**src/rtl/imem_loader_pkg.sv**
```systemverilog
// Shared types and framing constants for the boot-time instruction memory loader.
// Stream framing: 4-byte word count, N little-endian words, then one XOR checksum byte.
package imem_loader_pkg;

    typedef enum logic [2:0] {
        HDR,
        LOAD,
        CHECK,
        DONE,
        ERROR
    } state_e;

    localparam int HDR_BYTES      = 4;
    localparam int BYTES_PER_WORD = 4;

endpackage

```
**src/rtl/imem_loader_if.sv**
```systemverilog
// Byte-stream input and instruction-memory write port of the loader.
// The master drives the stream and observes writes; the slave is the loader itself.
interface imem_loader_if #(
    parameter int BITNESS     = 32,
    parameter int INSTR_WIDTH = 32
);
    logic                   byteValid_i;
    logic [7:0]             byteData_i;
    logic                   byteReady_o;
    logic                   wrEn_o;
    logic [BITNESS-1:0]     wrAddr_o;
    logic [INSTR_WIDTH-1:0] wrData_o;

    modport master (
        output byteValid_i,
        output byteData_i,
        input  byteReady_o,
        input  wrEn_o,
        input  wrAddr_o,
        input  wrData_o
    );

    modport slave (
        input  byteValid_i,
        input  byteData_i,
        output byteReady_o,
        output wrEn_o,
        output wrAddr_o,
        output wrData_o
    );
endinterface

```
**src/rtl/imem_loader_byte_assembler.sv**
```systemverilog
// Little-endian shift-in word builder; word_o/word_full_o are combinational on the 4th shifted byte.
// No backpressure of its own: it shifts whenever shift_i is high and holds otherwise.
module byte_assembler
    import imem_loader_pkg::*;
(
    input  logic                        clk_i,
    input  logic                        rst_i,
    input  logic                        shift_i,
    input  logic [7:0]                  byte_i,
    output logic [8*BYTES_PER_WORD-1:0] word_o,
    output logic                        word_full_o
);
    localparam int W  = 8 * BYTES_PER_WORD;
    localparam int CW = $clog2(BYTES_PER_WORD);

    logic [W-1:0]  buf_q, buf_d;
    logic [CW-1:0] cnt_q, cnt_d;

    always_comb begin
        buf_d       = buf_q;
        cnt_d       = cnt_q;
        word_full_o = 1'b0;
        if (shift_i) begin
            // First byte ends up in the low lane once the word is complete.
            buf_d = {byte_i, buf_q[W-1:8]};
            if (cnt_q == CW'(BYTES_PER_WORD - 1)) begin
                word_full_o = 1'b1;
                cnt_d       = '0;
            end else begin
                cnt_d = cnt_q + 1'b1;
            end
        end
        word_o = buf_d;
    end

    always_ff @(posedge clk_i) begin
        if (rst_i) begin
            buf_q <= '0;
            cnt_q <= '0;
        end else begin
            buf_q <= buf_d;
            cnt_q <= cnt_d;
        end
    end

endmodule

```
**src/rtl/imem_loader.sv**
```systemverilog
// Boot loader: parses header/payload/checksum, writes imem one cycle after each word's 4th byte.
// Ready is a pure state decode (1 byte/cycle in HDR/LOAD/CHECK, stalls indefinitely on !valid).
module imem_loader
    import imem_loader_pkg::*;
#(
    parameter int          BITNESS     = 32,
    parameter int          INSTR_WIDTH = 32,
    parameter int          DEPTH_WORDS = 1024,
    parameter int unsigned BASE_ADDR   = 0
) (
    input  logic             clk_i,
    input  logic             rst_i,
    imem_loader_if.slave     bus,
    output logic             cpuRst_o,
    output logic             done_o,
    output logic             error_o
);
    localparam int WW = 8 * BYTES_PER_WORD;
    localparam int NW = 8 * HDR_BYTES;

    state_e                 state_q, state_d;
    logic [NW-1:0]          n_q, n_d;
    logic [NW-1:0]          idx_q, idx_d;
    logic [7:0]             csum_q, csum_d;
    logic                   wr_en_q, wr_en_d;
    logic [BITNESS-1:0]     wr_addr_q, wr_addr_d;
    logic [INSTR_WIDTH-1:0] wr_data_q, wr_data_d;

    logic          rdy;
    logic          accept;
    logic          asm_shift;
    logic          asm_full;
    logic [WW-1:0] asm_word;

    assign rdy       = (state_q == HDR) || (state_q == LOAD) || (state_q == CHECK);
    assign accept    = bus.byteValid_i && rdy;
    assign asm_shift = accept && ((state_q == HDR) || (state_q == LOAD));

    byte_assembler u_asm (
        .clk_i       (clk_i),
        .rst_i       (rst_i),
        .shift_i     (asm_shift),
        .byte_i      (bus.byteData_i),
        .word_o      (asm_word),
        .word_full_o (asm_full)
    );

    always_comb begin
        state_d   = state_q;
        n_d       = n_q;
        idx_d     = idx_q;
        csum_d    = csum_q;
        wr_en_d   = 1'b0;
        wr_addr_d = wr_addr_q;
        wr_data_d = wr_data_q;

        // The checksum covers header and payload only, never the checksum byte itself.
        if (asm_shift) begin
            csum_d = csum_q ^ bus.byteData_i;
        end

        unique case (state_q)
            HDR: begin
                if (asm_full) begin
                    n_d = NW'(asm_word);
                    if (n_d > NW'(DEPTH_WORDS)) begin
                        state_d = ERROR;
                    end else if (n_d == '0) begin
                        state_d = CHECK;
                    end else begin
                        state_d = LOAD;
                    end
                end
            end
            LOAD: begin
                if (asm_full) begin
                    wr_en_d   = 1'b1;
                    wr_data_d = INSTR_WIDTH'(asm_word);
                    wr_addr_d = BITNESS'(BASE_ADDR) + BITNESS'({idx_q, 2'b00});
                    idx_d     = idx_q + 1'b1;
                    if (idx_d == n_q) begin
                        state_d = CHECK;
                    end
                end
            end
            CHECK: begin
                if (accept) begin
                    state_d = (bus.byteData_i == csum_q) ? DONE : ERROR;
                end
            end
            default: begin
            end
        endcase
    end

    always_ff @(posedge clk_i) begin
        if (rst_i) begin
            state_q   <= HDR;
            n_q       <= '0;
            idx_q     <= '0;
            csum_q    <= '0;
            wr_en_q   <= 1'b0;
            wr_addr_q <= BITNESS'(BASE_ADDR);
            wr_data_q <= '0;
        end else begin
            state_q   <= state_d;
            n_q       <= n_d;
            idx_q     <= idx_d;
            csum_q    <= csum_d;
            wr_en_q   <= wr_en_d;
            wr_addr_q <= wr_addr_d;
            wr_data_q <= wr_data_d;
        end
    end

    assign bus.byteReady_o = rdy;
    assign bus.wrEn_o      = wr_en_q;
    assign bus.wrAddr_o    = wr_addr_q;
    assign bus.wrData_o    = wr_data_q;
    assign cpuRst_o        = (state_q != DONE);
    assign done_o          = (state_q == DONE);
    assign error_o         = (state_q == ERROR);

endmodule

```
**src/flat_wrapper.sv**
```systemverilog
// flat-port wrapper written by rule: the top's interface ports become plain ports
module imem_loader_flat import imem_loader_pkg::*;
#(
    parameter int          BITNESS     = 32,
    parameter int          INSTR_WIDTH = 32,
    parameter int          DEPTH_WORDS = 1024,
    parameter int unsigned BASE_ADDR   = 0
)
  (clk_i, rst_i, cpuRst_o, done_o, error_o, bus_byteValid_i, bus_byteData_i, bus_byteReady_o, bus_wrEn_o, bus_wrAddr_o, bus_wrData_o);
  imem_loader_if #(.BITNESS(BITNESS), .INSTR_WIDTH(INSTR_WIDTH)) bus_i ();
  input  logic clk_i;
  input  logic rst_i;
  output logic cpuRst_o;
  output logic done_o;
  output logic error_o;
  input wire logic [$bits(bus_i.byteValid_i)-1:0] bus_byteValid_i;
  input wire logic [$bits(bus_i.byteData_i)-1:0] bus_byteData_i;
  output wire logic [$bits(bus_i.byteReady_o)-1:0] bus_byteReady_o;
  output wire logic [$bits(bus_i.wrEn_o)-1:0] bus_wrEn_o;
  output wire logic [$bits(bus_i.wrAddr_o)-1:0] bus_wrAddr_o;
  output wire logic [$bits(bus_i.wrData_o)-1:0] bus_wrData_o;
  assign bus_i.byteValid_i = bus_byteValid_i;
  assign bus_i.byteData_i = bus_byteData_i;
  assign bus_byteReady_o = bus_i.byteReady_o;
  assign bus_wrEn_o = bus_i.wrEn_o;
  assign bus_wrAddr_o = bus_i.wrAddr_o;
  assign bus_wrData_o = bus_i.wrData_o;
  imem_loader #(.BITNESS(BITNESS), .INSTR_WIDTH(INSTR_WIDTH), .DEPTH_WORDS(DEPTH_WORDS), .BASE_ADDR(BASE_ADDR)) u_core (.clk_i(clk_i), .rst_i(rst_i), .bus(bus_i), .cpuRst_o(cpuRst_o), .done_o(done_o), .error_o(error_o));
endmodule
```
**config.mk**
```make
export PLATFORM = sky130hd
export DESIGN_NAME = imem_loader_flat
export DESIGN_NICKNAME = d
export VERILOG_FILES = /design/src/rtl/imem_loader_pkg.sv /design/src/rtl/imem_loader_if.sv /design/src/rtl/imem_loader_byte_assembler.sv /design/src/rtl/imem_loader.sv /design/src/flat_wrapper.sv
export SDC_FILE = /design/constraint.sdc
export NUM_CORES = 1
export LEC_CHECK = 0
export ABC_CLOCK_PERIOD_IN_PS = 9440
export BUFFER_PORTS_ARGS = -buffer_cell sky130_fd_sc_hd__buf_4
export CAP_MARGIN = 10
export CORE_ASPECT_RATIO = 0.9
export CORE_MARGIN = 5
export CORE_UTILIZATION = 60
export CTS_CLUSTER_DIAMETER = 80
export DETAILED_ROUTE_END_ITERATION = 10
export GPL_TIMING_DRIVEN = 1
export PLACE_DENSITY = 0.84
export SLEW_MARGIN = 20
export SYNTH_ARGS = -nofsm -noshare
export SYNTH_HDL_FRONTEND = slang
export SYNTH_HIERARCHICAL = 1
export SYNTH_SLANG_ARGS = --single-unit
```
**constraint.sdc**
```tcl
create_clock -name clk_i -period 9.44 [get_ports clk_i]
set_input_delay 1.416 -clock clk_i [delete_from_list [all_inputs] [get_ports clk_i]]
set_output_delay 1.416 -clock clk_i [all_outputs]
set_load 0.02 [all_outputs]
```
# Yosys cells after proc, flatten, opt, wreduce, memory -nomap -nowiden

Cells that the tools add are included.

Register bits after elaboration: 172
Latch bits: 0
Bits in writable memories: 0
Memory bits (read-only): 0
Output and inout port bits: 69
Memories: 0

Add/sub/neg operators: 2
Multipliers: 0
Divide/modulo/power cells: 0
Order comparisons: 1
Equal/unequal tests: 12
Shift-type cells: 0
Mux-type cells: 13
Bitwise gates (word level): 2
Reduce and logical (&&, ||, !) cells: 11

Operators with widths:

| cell                                                                   | number |
|---|---|
| 32-bit by 1-bit adder with 32-bit output, second input constant        | 1 |
| 32-bit equality test                                                   | 1 |
| 32-bit by 11-bit > comparator with 1-bit output, second input constant | 1 |
| 32-bit logical NOT                                                     | 1 |
| 32-bit two-way mux                                                     | 1 |
| 3-bit two-way mux                                                      | 6 |
| 3-bit case mux with 3 select lines                                     | 1 |
| 8-bit equality test                                                    | 1 |
| 8-bit XOR                                                              | 1 |
| 3-bit by 2-bit equality test with 1-bit output, second input constant  | 2 |
| 2-bit by 1-bit != test with 1-bit output, second input constant        | 3 |
| 5-bit AND reduction                                                    | 1 |
| 2-bit two-way mux                                                      | 2 |
| 2-bit AND reduction                                                    | 2 |
| 3-bit by 1-bit equality test with 1-bit output, second input constant  | 1 |
| 3-bit equality test, second input constant                             | 1 |
| 3-bit logical NOT                                                      | 1 |
| 1-bit two-way mux                                                      | 3 |
| 3-bit by 2-bit != test with 1-bit output, second input constant        | 1 |
| 3-bit nonzero test                                                     | 1 |
| 2-bit by 1-bit adder with 2-bit output, second input constant          | 1 |
| 2-bit equality test, second input constant                             | 1 |
| 1-bit logical AND                                                      | 2 |
| 1-bit logical OR                                                       | 2 |
| other kinds (3)                                                        | 3 |

# Longest topological paths before layout

Gate-level depths: netlist (run 1).

Depth after elaboration: 11
Depth in mapped cells: 14
Depth with buffers taken out: 11

# Modules after synthesis

The synthesis (run 1) kept the hierarchy.

By module, submodules not included:

| module         | times used | cells an instance | area each (um^2) | sequential area each (um^2) |
|---|---|---|---|---|
| imem_loader    | 1          | 840               | 6477.5           | 2762.6 |
| byte_assembler | 1          | 112               | 1346.3           | 680.7 |

# Worst setup path after synthesis (run 1)

No wires, ideal clock.

Path type: in2reg
Start: input port bus_byteValid_i
End: register u_core.state_q[0]
Data arrival time: 4092 ps
Required time: 9307 ps
Path slack: 5215 ps
Stages on the path: 13
Cells stage by stage: and3_1 clkbuf_1 buf_6 buf_6 and2_1 nand2b_1 a21oi_1 nand2_1 or4_1 or4b_2 nor4_1 and4_1 o32ai_2

Elaborated cells on any way between the ends: 14
Classes of those cells: 1 x order compare; 3 x eq/ne; 6 x mux; 4 x reduce/logical

RTL lines:

| item                                                      | line                             | source |
|---|---|---|
| start, declared                                           | flat_wrapper.sv:16               | `input wire logic [$bits(bus_i.byteValid_i)-1:0] bus_byteValid_i;` |
| 1-bit logical AND *                                       | imem_loader.sv:36                | `assign accept = bus.byteValid_i && rdy;` |
| 1-bit logical AND *                                       | imem_loader.sv:37                | `assign asm_shift = accept && ((state_q == HDR) \|\| (state_q == LOAD));` |
| named net u_core.asm_shift                                | imem_loader.sv:31                | `logic asm_shift;` |
| 1-bit two-way mux *                                       | imem_loader_byte_assembler.sv:23 | `if (shift_i) begin` |
| named net u_core.asm_full                                 | imem_loader.sv:32                | `logic asm_full;` |
| 2-bit by 1-bit != test with 1-bit output (no source line) | -                                |  |
| 5-bit AND reduction (no source line) *                    | -                                |  |
| end signal, assigned                                      | imem_loader.sv:106               | `state_q <= state_d;` |
| end, declared                                             | imem_loader.sv:21                | `state_e state_q, state_d;` |

Mark *: on every way through the listed nets, which the timed path passes. The rest lies on a longest branch. The select of a mux whose other input is x is not followed.
A chain may end at the register's enable or synchronous reset.

# Worst setup path after layout (run 1)

Start: input port bus_byteValid_i
End: register u_core.state_q[0]

Elaborated cells on any way between the ends: 14
Classes of those cells: 1 x order compare; 3 x eq/ne; 6 x mux; 4 x reduce/logical

RTL lines:

| item                                                      | line |
|---|---|
| 1-bit logical AND *                                       | imem_loader.sv:36 |
| 1-bit logical AND *                                       | imem_loader.sv:37 |
| 1-bit two-way mux *                                       | imem_loader_byte_assembler.sv:23 |
| named net u_core.asm_full                                 | imem_loader.sv:32 |
| 2-bit by 1-bit != test with 1-bit output (no source line) | - |
| 5-bit AND reduction (no source line) *                    | - |

Marked as above.

==> key figures, run 1 <==
Final layout
  • N_diodes: 0
  • Non-Filler Instances: 1161
  • Nets@finish: 997
  • Area growth, synth to finish: 14.1%
  • Share of cells above drive strength 1: 15.1%
  • Post-route cell area: 8920 um^2

Hold path
  • Worst min-delay path startpoint: u_core/bus.wrAddr_o[7]
  • Hold crit path type: register to register
  • WHS Path Cells: 2
  • WHS Endpoint: u_core/bus.wrAddr_o[7]

Power
  • Seq pwr share: 49.8%
  • Comb power frac: 4.8%
  • Sw frac: 22.2%
  • Net switching power: 332 uW
  • P_int: 1160 uW
  • Leak: 0.00329 uW
  • Power density cells: 167 nW/um^2
  • Max IR drop VDD: 0.131 mV
  • Clock share of power: 45.4%

Drt
  • Total Wirelength: 18.4 mm
  • First-pass detailed-route iteration total: 5
  • Initial DRC Count: 504
  • Via count: 6587
  • Detailed-route DRC error count: 0
  • Via-per-instance ratio: 5.67
  • Wirelength per Cell: 15.8 um
  • ANT nets after route: 0

Timing
  • Skew final: 0.00584 ns
  • Post-Route Setup TNS: 0 ns
  • Slew HR: 28.4%
  • Post-layout min period: 4.21 ns
  • Final setup fails: 0
  • Slew at the pin closest to its max-slew limit: 1.07 ns
  • Fmax: 0.237 GHz
  • RSZ-0062 raised after global routing: no
  • Hold Fails Final Rpt: 0
  • Max-slew violations: 0
  • Tcrit/Tclk final: 44.6%

Outcome
  • Status: completed

Clocking
  • Clk Tree Root Cell: clkbuf_16
  • Total CTS buffers: 17
  • TritonCTS clock tree: yes
  • Max clock buf depth: 2
  • PostCTS Resize Cnt: 0
  • CTS hold repair buffers: 0
  • Clk_lat worst skew: 0.43 ns
  • CTS sink cnt: 172
  • Clock slew at reported path FFs: 0.06 ns
  • Post-CTS setup buffers: 0
  • H-tree levels: 4

Die
  • Core Area: 12700 um^2
  • # IOs: 80
  • Initial Util: 61.4%
  • Die area: 15400 um^2
  • Cell Rows: 39
  • Die H: 118 um
  • Die W: 130 um

Placed design
  • HPWL after DPL: 12.2 mm
  • GPL Wtd Cong: 0.903
  • IO Port Bufs: 77
  • DP Area: 8340 um^2
  • Dpl cells: 1129

Run
  • Max-Cap Viols: 0

Critical path
  • Worst path depth: 12
  • R2R Path End: u_core/state_q[0]
  • CP required: 9.71 ns
  • Crit. End Element: register
  • Slowest CP cell: or4b_2
  • Reg-to-reg startpoint: u_core/idx_q[0]
  • Crit path top cell by count: buf_4
  • Worst-case reg-to-reg path depth: 9
  • Reg-to-reg slack, setup: 5.66 ns
  • Buffers & Inverters on Critical Path: 2
  • Cell family with most CP delay: simple AND/OR/NAND/NOR gates
  • WS Path Type: input port to register
  • Crit-path max cell delay: 0.65 ns
  • Startpoint types: input port
  • Critical Path, Cell by Cell: buf_4 > and3_1 > buf_4 > and2_1 > nand2b_1 > a21oi_1 > nand2_1 > or4_1 > or4b_2 > nor4_1 > and4_1 > o32ai_2
  • Worst-path fanout max: 44
  • Worst Path Arrival: 4.49 ns

Yosys
  • Mapped Area: 7820 um^2
  • Sequential fraction of the synthesis area: 44.0%
  • Synth Instances: 952
  • Flops & latches, synth: 172
  • Primary FF master, synth: dfxtp_1
  • Synth warnings: 6
  • Synth unique cells: 55
  • Mean Syn Cell Area: 8.22 um^2
  • EDFF count, synth: 0
  • Fraction of registers with async set/reset: 0%

Global routing
  • Largest net degree at the start of global routing: 99
  • Grt total ovfl: 0
  • Vias in the first global route: 6332
  • First-pass GRT wire length: 30.6 mm
  • Initial antenna violation count: 0
  • Total GRT Usage: 24.5%
## power groups by stage
stage | sequential [uW] | combinational (uW) | clock [uW]
after floorplan | 757 | 56.5 | 0
final | 744 | 71.8 | 678
after global placement | 759 | 69.4 | 0
after global routing | 744 | 78.1 | 723
after detailed placement | 759 | 70.3 | 0
after CTS | 743 | 71.1 | 690
## layout make-up
type,instances,area (um^2)
Clock inverter,9,86.3
Timing Repair Buffer,83,623
Inverter,4,15.0
Sequential cell,172,3440
Fill cell,1013,3810
Clock buffer,23,498
Tap cell,164,205
Multi-Input combinational cell,706,4050
## registers in the layout, summed over array words and instances, names as in the netlist
| signal | cells |
|---|---|
| u_core/bus.wrData_o | 32 |
| u_core/idx_q | 32 |
| u_core/n_q | 32 |
| u_core/u_asm/buf_q | 32 |
| u_core/bus.wrAddr_o | 30 |
| u_core/csum_q | 8 |
| u_core/state_q | 3 |
| u_core/u_asm/cnt_q | 2 |
| u_core/bus.wrEn_o | 1 |
## routing by layer
metal / share of wire [%] / wire (um) / track usage (%) / up-vias
li1: - / - / - / 3249
met1: 45 / 8230 / 32.1 / 3161
met2: 50 / 9100 / 40.6 / 162
met3: 4.8 / 888 / 5.82 / 15
met4: 0.82 / 150 / 6.36 / 0
met5: 0 / 0 / 0 / -
## cell families (layout without fill, tap and decap cells)
group | after synthesis | in the layout | synth area share (%)
AOI/OAI and AO/OA | 135 | 135 | 9.45
xor gates and xnor gates | 88 | 88 | 10.0
adders and majority gates | 2 | 2 | 0.320
buffers and inverters | 75 | 119 | 4.46
DFF | 172 | 172 | 44.0
muxes | 36 | 36 | 5.13
other | 1 | 2 | 0.0479
and+or+nand+nor | 443 | 443 | 26.5
## worst reg2reg max path, delay by kind of cell (launching register included)
kind,cells,cell delay [ns]
mux,1,0.34
simple gates,6,2.51
flops,1,0.47
compound gates,1,0.07
fa+ha+maj,1,0.25
## layout by cell type (no fill, tap or decap), types with 19 or more instances in the layout
| cell | synthesis | routed |
|---|---|---|
| nor2b_1 | 37 | 37 |
| buf_4 | 8 | 83 |
| nor2_1 | 62 | 61 |
| nand2_1 | 230 | 230 |
| nand4_1 | 19 | 19 |
| nor4_1 | 20 | 20 |
| xnor2_1 | 46 | 46 |
| mux2_2 | 25 | 25 |
| xor2_1 | 41 | 41 |
| a21oi_1 | 105 | 105 |
| dfxtp_1 | 172 | 172 |
## worst max path at each step
stage / to / slack, ns / start
after floorplan: u_core/state_q[0] / 5.22 / bus_byteValid_i
after global placement: u_core/state_q[0] / 4.93 / bus_byteValid_i
after detailed placement: u_core/state_q[0] / 4.85 / bus_byteValid_i
after CTS: u_core/state_q[0] / 5.28 / bus_byteValid_i
after global routing: u_core/state_q[0] / 5.06 / bus_byteValid_i
final: u_core/state_q[0] / 5.23 / bus_byteValid_i
## synthesized netlist by cell type (all sizes together), types with 10 or more instances
cell | number | share of area, %
dfxtp | 172 | 44
nand3 | 17 | 1.1
xor2 | 41 | 4.6
nand4 | 21 | 2.0
nor2b | 37 | 3.0
clkbuf | 50 | 2.4
buf | 21 | 1.9
xnor2 | 46 | 5.1
mux2 | 33 | 4.7
nand2 | 230 | 11
or3 | 10 | 0.80
nor4 | 20 | 1.6
nor2 | 62 | 3.0
nor3 | 13 | 0.98
a21oi | 105 | 6.7
## metrics by stage
step	total power, uW	utilization, %	hold WS, ns	worst slack (ns)
4_1_cts	1500	70.1	0.456	5.28
6_report	1490	70.1	0.455	5.23
3_5_place_dp	830	65.5	0.447	4.85
5_1_grt	1540	70.1	0.478	5.06
3_3_place_gp	828	65.5	0.443	4.93
2_1_floorplan	813	-	0.448	5.22
Power figures use the tool's default switching activity.
==> run 2, diff against run 1 <==
--- a/config.mk
+++ b/config.mk
@@ -5,16 +5,16 @@
 export SDC_FILE = /design/constraint.sdc
 export NUM_CORES = 1
 export LEC_CHECK = 0
-export ABC_CLOCK_PERIOD_IN_PS = 9440
+export ABC_CLOCK_PERIOD_IN_PS = 4040
 export BUFFER_PORTS_ARGS = -buffer_cell sky130_fd_sc_hd__buf_4
 export CAP_MARGIN = 10
 export CORE_ASPECT_RATIO = 0.9
 export CORE_MARGIN = 5
-export CORE_UTILIZATION = 60
+export CORE_UTILIZATION = 59
 export CTS_CLUSTER_DIAMETER = 80
 export DETAILED_ROUTE_END_ITERATION = 10
 export GPL_TIMING_DRIVEN = 1
-export PLACE_DENSITY = 0.84
+export PLACE_DENSITY = 0.83
 export SLEW_MARGIN = 20
 export SYNTH_ARGS = -nofsm -noshare
 export SYNTH_HDL_FRONTEND = slang
==> constraint.sdc (replaced) <==
create_clock -name clk_i -period 4.04 [get_ports clk_i]
set_input_delay 0.606 -clock clk_i [delete_from_list [all_inputs] [get_ports clk_i]]
set_output_delay 0.606 -clock clk_i [all_outputs]
set_load 0.02 [all_outputs]
==> run 2 against run 1 <==
  * Sequential cell count is the same
  * Final area up 0.97%
  * Critical path depth decreased by 4
  * Utilization shrank 1.6 points
  * Non-clock buffer count grew 3
  * Register-to-register slack lost 5.0 ns
  * Largest power group is now the clock network
  * Critical path type is now register to register
  * Via count fell by 0.90%
  * Hold slack got worse by 0.0016 ns
  * Die area grew 1.6%
  * Clock power grew to 2.6 times the previous value
==> key figures, run 2 (synthesized netlist as in run 1, its figures left out) <==
Global routing
  • Grt total ovfl: 0 (unchanged)
  • Vias in the first global route: 6121 (was 6332)
  • Largest net degree at the start of global routing: 91 (was 99)
  • First-pass GRT wire length: 30.8 mm (was 30.6 mm)
  • Initial antenna violation count: 0 (unchanged)
  • Total GRT Usage: 23.6% (was 24.5%)

Drt
  • Initial DRC Count: 458 (was 504)
  • Via-per-instance ratio: 5.59 (was 5.67)
  • ANT nets after route: 0 (unchanged)
  • Total Wirelength: 18.6 mm (was 18.4 mm)
  • Detailed-route DRC error count: 0 (unchanged)
  • Via count: 6528 (was 6587)
  • First-pass detailed-route iteration total: 5 (unchanged)
  • Wirelength per Cell: 15.9 um (was 15.8 um)

Final layout
  • Commonest non-fill, non-tap cell in the layout: nand2_1 (unchanged)
  • N_diodes: 0 (unchanged)
  • Nets@finish: 1000 (was 997)
  • Most frequent cells in the layout: nand2_1 (230), dfxtp_1 (172), a21oi_1 (105) (unchanged)
  • Layout fillers: 1123 (was 1013)
  • Post-route cell area: 9010 um^2 (was 8920 um^2)
  • Area growth, synth to finish: 15.2% (was 14.1%)
  • Share of cells above drive strength 1: 15.5% (was 15.1%)

Clocking
  • Max clock buf depth: 2 (unchanged)
  • PostCTS Resize Cnt: 0 (unchanged)
  • Post-CTS setup buffers: 0 (unchanged)
  • Clk Tree Root Cell: clkbuf_16 (unchanged)
  • Total CTS buffers: 17 (unchanged)
  • H-tree levels: 4 (unchanged)
  • CTS sink cnt: 172 (unchanged)
  • Clock slew at reported path FFs: 0.07 ns (was 0.06 ns)
  • CTS hold repair buffers: 0 (unchanged)
  • Clk_lat worst skew: 0.43 ns (about the same)
  • TritonCTS clock tree: yes (unchanged)

Die
  • Die H: 119 um (was 118 um)
  • Core Area: 13200 um^2 (was 12700 um^2)
  • Cell Rows: 40 (was 39)
  • Initial Util: 59.4% (was 61.4%)
  • Die area: 15700 um^2 (was 15400 um^2)
  • # IOs: 80 (unchanged)
  • Die W: 131 um (was 130 um)

Power
  • Max IR drop VDD: 0.347 mV (was 0.131 mV)
  • Power Total: 3680 uW (was 1490 uW)
  • Power density cells: 408 nW/um^2 (was 167 nW/um^2)
  • Leak: 0.00332 uW (was 0.00329 uW)

Timing
  • Hold Fails Final Rpt: 0 (unchanged)
  • Max-slew violations: 0 (unchanged)
  • Post-layout min period: 3.38 ns
  • RSZ-0062 raised after global routing: no (unchanged)
  • Post-Route Setup TNS: 0 ns (unchanged)
  • Skew final: 0.00643 ns (was 0.00584 ns)
  • Setup ws final: 0.658 ns (was 5.23 ns)
  • Fmax: 0.296 GHz
  • Slew HR: 29.0% (was 28.4%)
  • Tcrit/Tclk final: 83.7%
  • Slew at the pin closest to its max-slew limit: 1.06 ns (was 1.07 ns)
  • Final setup fails: 0 (unchanged)

Critical path
  • Startpoint types: register (was input port)
  • CP required: 4.33 ns (was 9.71 ns)
  • Crit. End Element: register (unchanged)
  • WS Path Type: register to register (was input port to register)
  • Worst Path Arrival: 3.67 ns (was 4.49 ns)
  • Worst-path fanout max: 13 (was 44)

Placed design
  • Dpl ws: 0.696 ns (was 4.85 ns)
  • IO Port Bufs: 77 (unchanged)
  • DP Area: 8370 um^2 (was 8340 um^2)
  • HPWL after DPL: 12.5 mm (was 12.2 mm)
  • GPL Wtd Cong: 0.913 (was 0.903)

Outcome
  • Status: completed (unchanged)

Hold path
  • Hold crit path type: register to register (unchanged)

Run
  • Max-Cap Viols: 0 (unchanged)
==> run 2: cell types whose count changed in the layout (fill, tap and decap cells not counted), moves of 2 or more <==
cell	previous run	this run
buf_4	83	86
bufinv_16	1	4
clkinv_2	3	1
clkbuf_8	5	1
inv_6	0	4
==> run 2: path summary, 6_finish.rpt <==
kind,from,slack [ns],to,depth (start not counted)
hold reg to reg,u_core/bus.wrAddr_o[5],0.45,u_core/bus.wrAddr_o[5],2
hold / removal,u_core/bus.wrAddr_o[5],0.45,u_core/bus.wrAddr_o[5],2
setup / recovery,u_core/idx_q[4],0.66,u_core/state_q[0],8
setup reg to reg,u_core/idx_q[4],0.66,u_core/state_q[0],8
==> run 2: where the power goes <==
group / switching, uW / internal, uW / total, uW / leakage [uW]
sequential: 18.5 / 1720 / 1740 / 0.00139
combinational: 102 / 67.3 / 169 / 0.00163
clock: 706 / 1060 / 1770 / 0.000310
==> run 2: per-stage QoR <==
step           util [%]  hold WS [ns]  instances
2_1_floorplan         -         0.448        953
3_3_place_gp       63.6         0.443       1136
3_5_place_dp       63.6         0.448       1136
4_1_cts            68.5         0.457       1168
5_1_grt            68.5         0.468       1168
6_report           68.5         0.454       1168
==> run 2: critical path, cell delays in order, from the launching register on <==
cell	delay [ns]
dfxtp_1	0.55
nand4_4	0.26
or4_4	0.68
nor2_1	0.38
mux2i_1	0.27
or4b_2	0.60
nor4_1	0.19
and4_1	0.23
o32ai_2	0.06
==> run 2: cell type report <==
cell class,count,area [um^2],area share [%]
clock buffer,18,439,4.87
clock inverter,14,204,2.26
inverter,4,15.0,0.167
multi-input combinational,706,4050,45.0
sequential,172,3440,38.2
tap,168,210,2.33
timing repair buffer,86,646,7.17
==> run 2: metal layers <==
layer / vias to the layer above / share of wire (%) / track usage [%]
li1: 3243 / - / -
met1: 3071 / 45 / 31.7
met4: 0 / 1.7 / 6.62
met5: - / 0 / 0
met3: 35 / 6.0 / 5.87
met2: 179 / 47 / 38.0
==> run 3, diff against run 2 <==
--- a/config.mk
+++ b/config.mk
@@ -5,7 +5,7 @@
 export SDC_FILE = /design/constraint.sdc
 export NUM_CORES = 1
 export LEC_CHECK = 0
-export ABC_CLOCK_PERIOD_IN_PS = 4040
+export ABC_CLOCK_PERIOD_IN_PS = 3500
 export BUFFER_PORTS_ARGS = -buffer_cell sky130_fd_sc_hd__buf_4
 export CAP_MARGIN = 10
 export CORE_ASPECT_RATIO = 0.9
==> constraint.sdc (replaced) <==
create_clock -name clk_i -period 3.5 [get_ports clk_i]
set_input_delay 0.525 -clock clk_i [delete_from_list [all_inputs] [get_ports clk_i]]
set_output_delay 0.525 -clock clk_i [all_outputs]
set_load 0.02 [all_outputs]
==> run 3 against run 2 <==
  * Wire length up 1.5%
  * Via count is 0.84% higher
  * Hold slack got worse by 0.0033 ns
  * Worst setup slack worse by 0.37 ns
  * Power grew 11%
  * Critical path type unchanged
==> key figures, run 3 (synthesized netlist as in run 1, its figures left out) <==
Outcome
  • Status: completed (unchanged)

Timing
  • Fmax: 0.311 GHz (was 0.296 GHz)
  • Tcrit/Tclk final: 91.9% (was 83.7%)
  • Skew final: 0.00709 ns (was 0.00643 ns)
  • Post-Route Setup TNS: 0 ns (unchanged)
  • WHS: 0.450 ns (was 0.454 ns)
  • Max-slew violations: 0 (unchanged)
  • Slew HR: 31.1% (was 29.0%)
  • Post-layout min period: 3.22 ns (was 3.38 ns)
  • RSZ-0062 raised after global routing: no (unchanged)
  • Hold Fails Final Rpt: 0 (unchanged)
  • Slew at the pin closest to its max-slew limit: 1.03 ns (was 1.06 ns)
  • Final setup fails: 0 (unchanged)

Critical path
  • Buffers & Inverters on Critical Path: 0 (unchanged)
  • Worst path depth: 9 (was 8)
  • WS Path Type: register to register (unchanged)
  • Worst Path Arrival: 3.49 ns (was 3.67 ns)
  • Startpoint types: register (unchanged)
  • Worst-case reg-to-reg path depth: 9 (was 8)
  • CP required: 3.78 ns (was 4.33 ns)
  • Cell family with most CP delay: simple AND/OR/NAND/NOR gates (unchanged)
  • Critical Path, Cell by Cell: ha_1 > nand3_1 > or4_4 > nor2_1 > mux2i_1 > or4b_2 > nor4_1 > and4_1 > o32ai_2 (was nand4_4 > or4_4 > nor2_1 > mux2i_1 > or4b_2 > nor4_1 > and4_1 > o32ai_2)
  • Worst-path fanout max: 9 (was 13)
  • Crit-path max cell delay: 0.66 ns (was 0.68 ns)
  • Crit. End Element: register (unchanged)
  • Slowest CP cell: or4_4 (unchanged)

Die
  • Cell Rows: 40 (unchanged)
  • Die W: 131 um (unchanged)
  • # IOs: 80 (unchanged)
  • Core Area: 13200 um^2 (unchanged)
  • Die area: 15700 um^2 (unchanged)
  • Initial Util: 59.4% (unchanged)
  • Die H: 119 um (unchanged)

Clocking
  • H-tree levels: 4 (unchanged)
  • Max clock buf depth: 2 (unchanged)
  • CTS sink cnt: 172 (unchanged)
  • TritonCTS clock tree: yes (unchanged)
  • Clk Tree Root Cell: clkbuf_16 (unchanged)
  • Clock slew at reported path FFs: 0.07 ns (about the same)
  • CTS hold repair buffers: 0 (unchanged)
  • Total CTS buffers: 17 (unchanged)
  • Clk_lat worst skew: 0.43 ns (about the same)
  • Post-CTS setup buffers: 0 (unchanged)

Drt
  • First-pass detailed-route iteration total: 5 (unchanged)
  • Detailed-route DRC error count: 0 (unchanged)
  • ANT nets after route: 0 (unchanged)
  • Wirelength per Cell: 16.1 um (was 15.9 um)
  • Via count: 6583 (was 6528)
  • Initial DRC Count: 633 (was 458)
  • Via-per-instance ratio: 5.60 (was 5.59)
  • Total Wirelength: 18.9 mm (was 18.6 mm)

Power
  • Power density cells: 452 nW/um^2 (was 408 nW/um^2)
  • Leak: 0.00334 uW (was 0.00332 uW)
  • Max IR drop VDD: 0.333 mV (was 0.347 mV)

Final layout
  • Non-Filler Instances: 1175 (was 1168)
  • Post-layout util: 68.8% (was 68.5%)
  • Most frequent cells in the layout: nand2_1 (230), dfxtp_1 (171), a21oi_1 (105) (was nand2_1 (230), dfxtp_1 (172), a21oi_1 (105))
  • Commonest non-fill, non-tap cell in the layout: nand2_1 (unchanged)
  • Area growth, synth to finish: 15.8% (was 15.2%)
  • Post-route cell area: 9060 um^2 (was 9010 um^2)
  • Share of cells above drive strength 1: 16.3% (was 15.5%)
  • Nets@finish: 1008 (was 1000)
  • N_diodes: 0 (unchanged)

Hold path
  • WHS Path Cells: 4 (was 2)
  • Hold crit path type: input port to register (was register to register)

Global routing
  • Vias in the first global route: 6338 (was 6121)
  • First-pass GRT wire length: 31.2 mm (was 30.8 mm)
  • Total GRT Usage: 24.1% (was 23.6%)
  • Initial antenna violation count: 0 (unchanged)
  • Grt total ovfl: 0 (unchanged)
  • Largest net degree at the start of global routing: 104 (was 91)

Run
  • Max-Cap Viols: 0 (unchanged)

Placed design
  • IO Port Bufs: 77 (unchanged)
  • GPL Wtd Cong: 0.917 (was 0.913)
  • DP Area: 8460 um^2 (was 8370 um^2)
  • Dpl cells: 1144 (was 1136)
  • HPWL after DPL: 12.8 mm (was 12.5 mm)
## run 3: power breakdown
part	switching, uW	internal (uW)	total [uW]
Combinational	120	82.0	202
Clock	796	1090	1890
Sequential	21.0	1980	2010
Total	937	3160	4090
## run 3: stage by stage
stage / worst slack [ns] / power (uW)
5_1_grt: 0.0777 / 4220
3_5_place_dp: 0.261 / 2240
6_report: 0.285 / 4090
3_3_place_gp: 0.347 / 2240
4_1_cts: 0.239 / 4120
2_1_floorplan: 0.166 / 2190
## run 3: path summary, 6_finish.rpt
path                           from                      to  slack [ns]
max                 u_core/idx_q[1]       u_core/state_q[0]        0.28
min               bus_byteData_i[6]        u_core/csum_q[6]        0.45
max reg2reg         u_core/idx_q[1]       u_core/state_q[0]        0.28
min reg2reg  u_core/bus.wrAddr_o[6]  u_core/bus.wrAddr_o[6]        0.45
## run 3: routing by layer
| metal | vias to the layer above | routed length, um | track usage [%] |
|---|---|---|---|
| met5 | - | 0 | 0 |
| met4 | 0 | 299 | 7.46 |
| met3 | 27 | 1000 | 5.15 |
| met2 | 182 | 9130 | 40.4 |
| met1 | 3103 | 8450 | 31.1 |
| li1 | 3271 | - | - |
## run 3: area by class of cell
cell class                 instances  area, um^2
multi-input combinational        706        4050
timing repair buffer              94         743
tap                              168         210
sequential                       172        3440
fill                            1073        4110
inverter                           4        15.0
clock buffer                      19         453
clock inverter                    12         138
## run 3: worst min-delay path: cells and delay by family
family | cells | cell delay [ns]
XOR/XNOR | 1 | 0.06
AND/OR/NAND/NOR | 2 | 0.13
buffers and inverters | 1 | 0.12
## run 3: timing repair
item                                    4_1_cts  5_1_grt
gates resized for setup                       0        1
endpoints found under the setup margin        0        1
hold endpoints to repair                      0        0
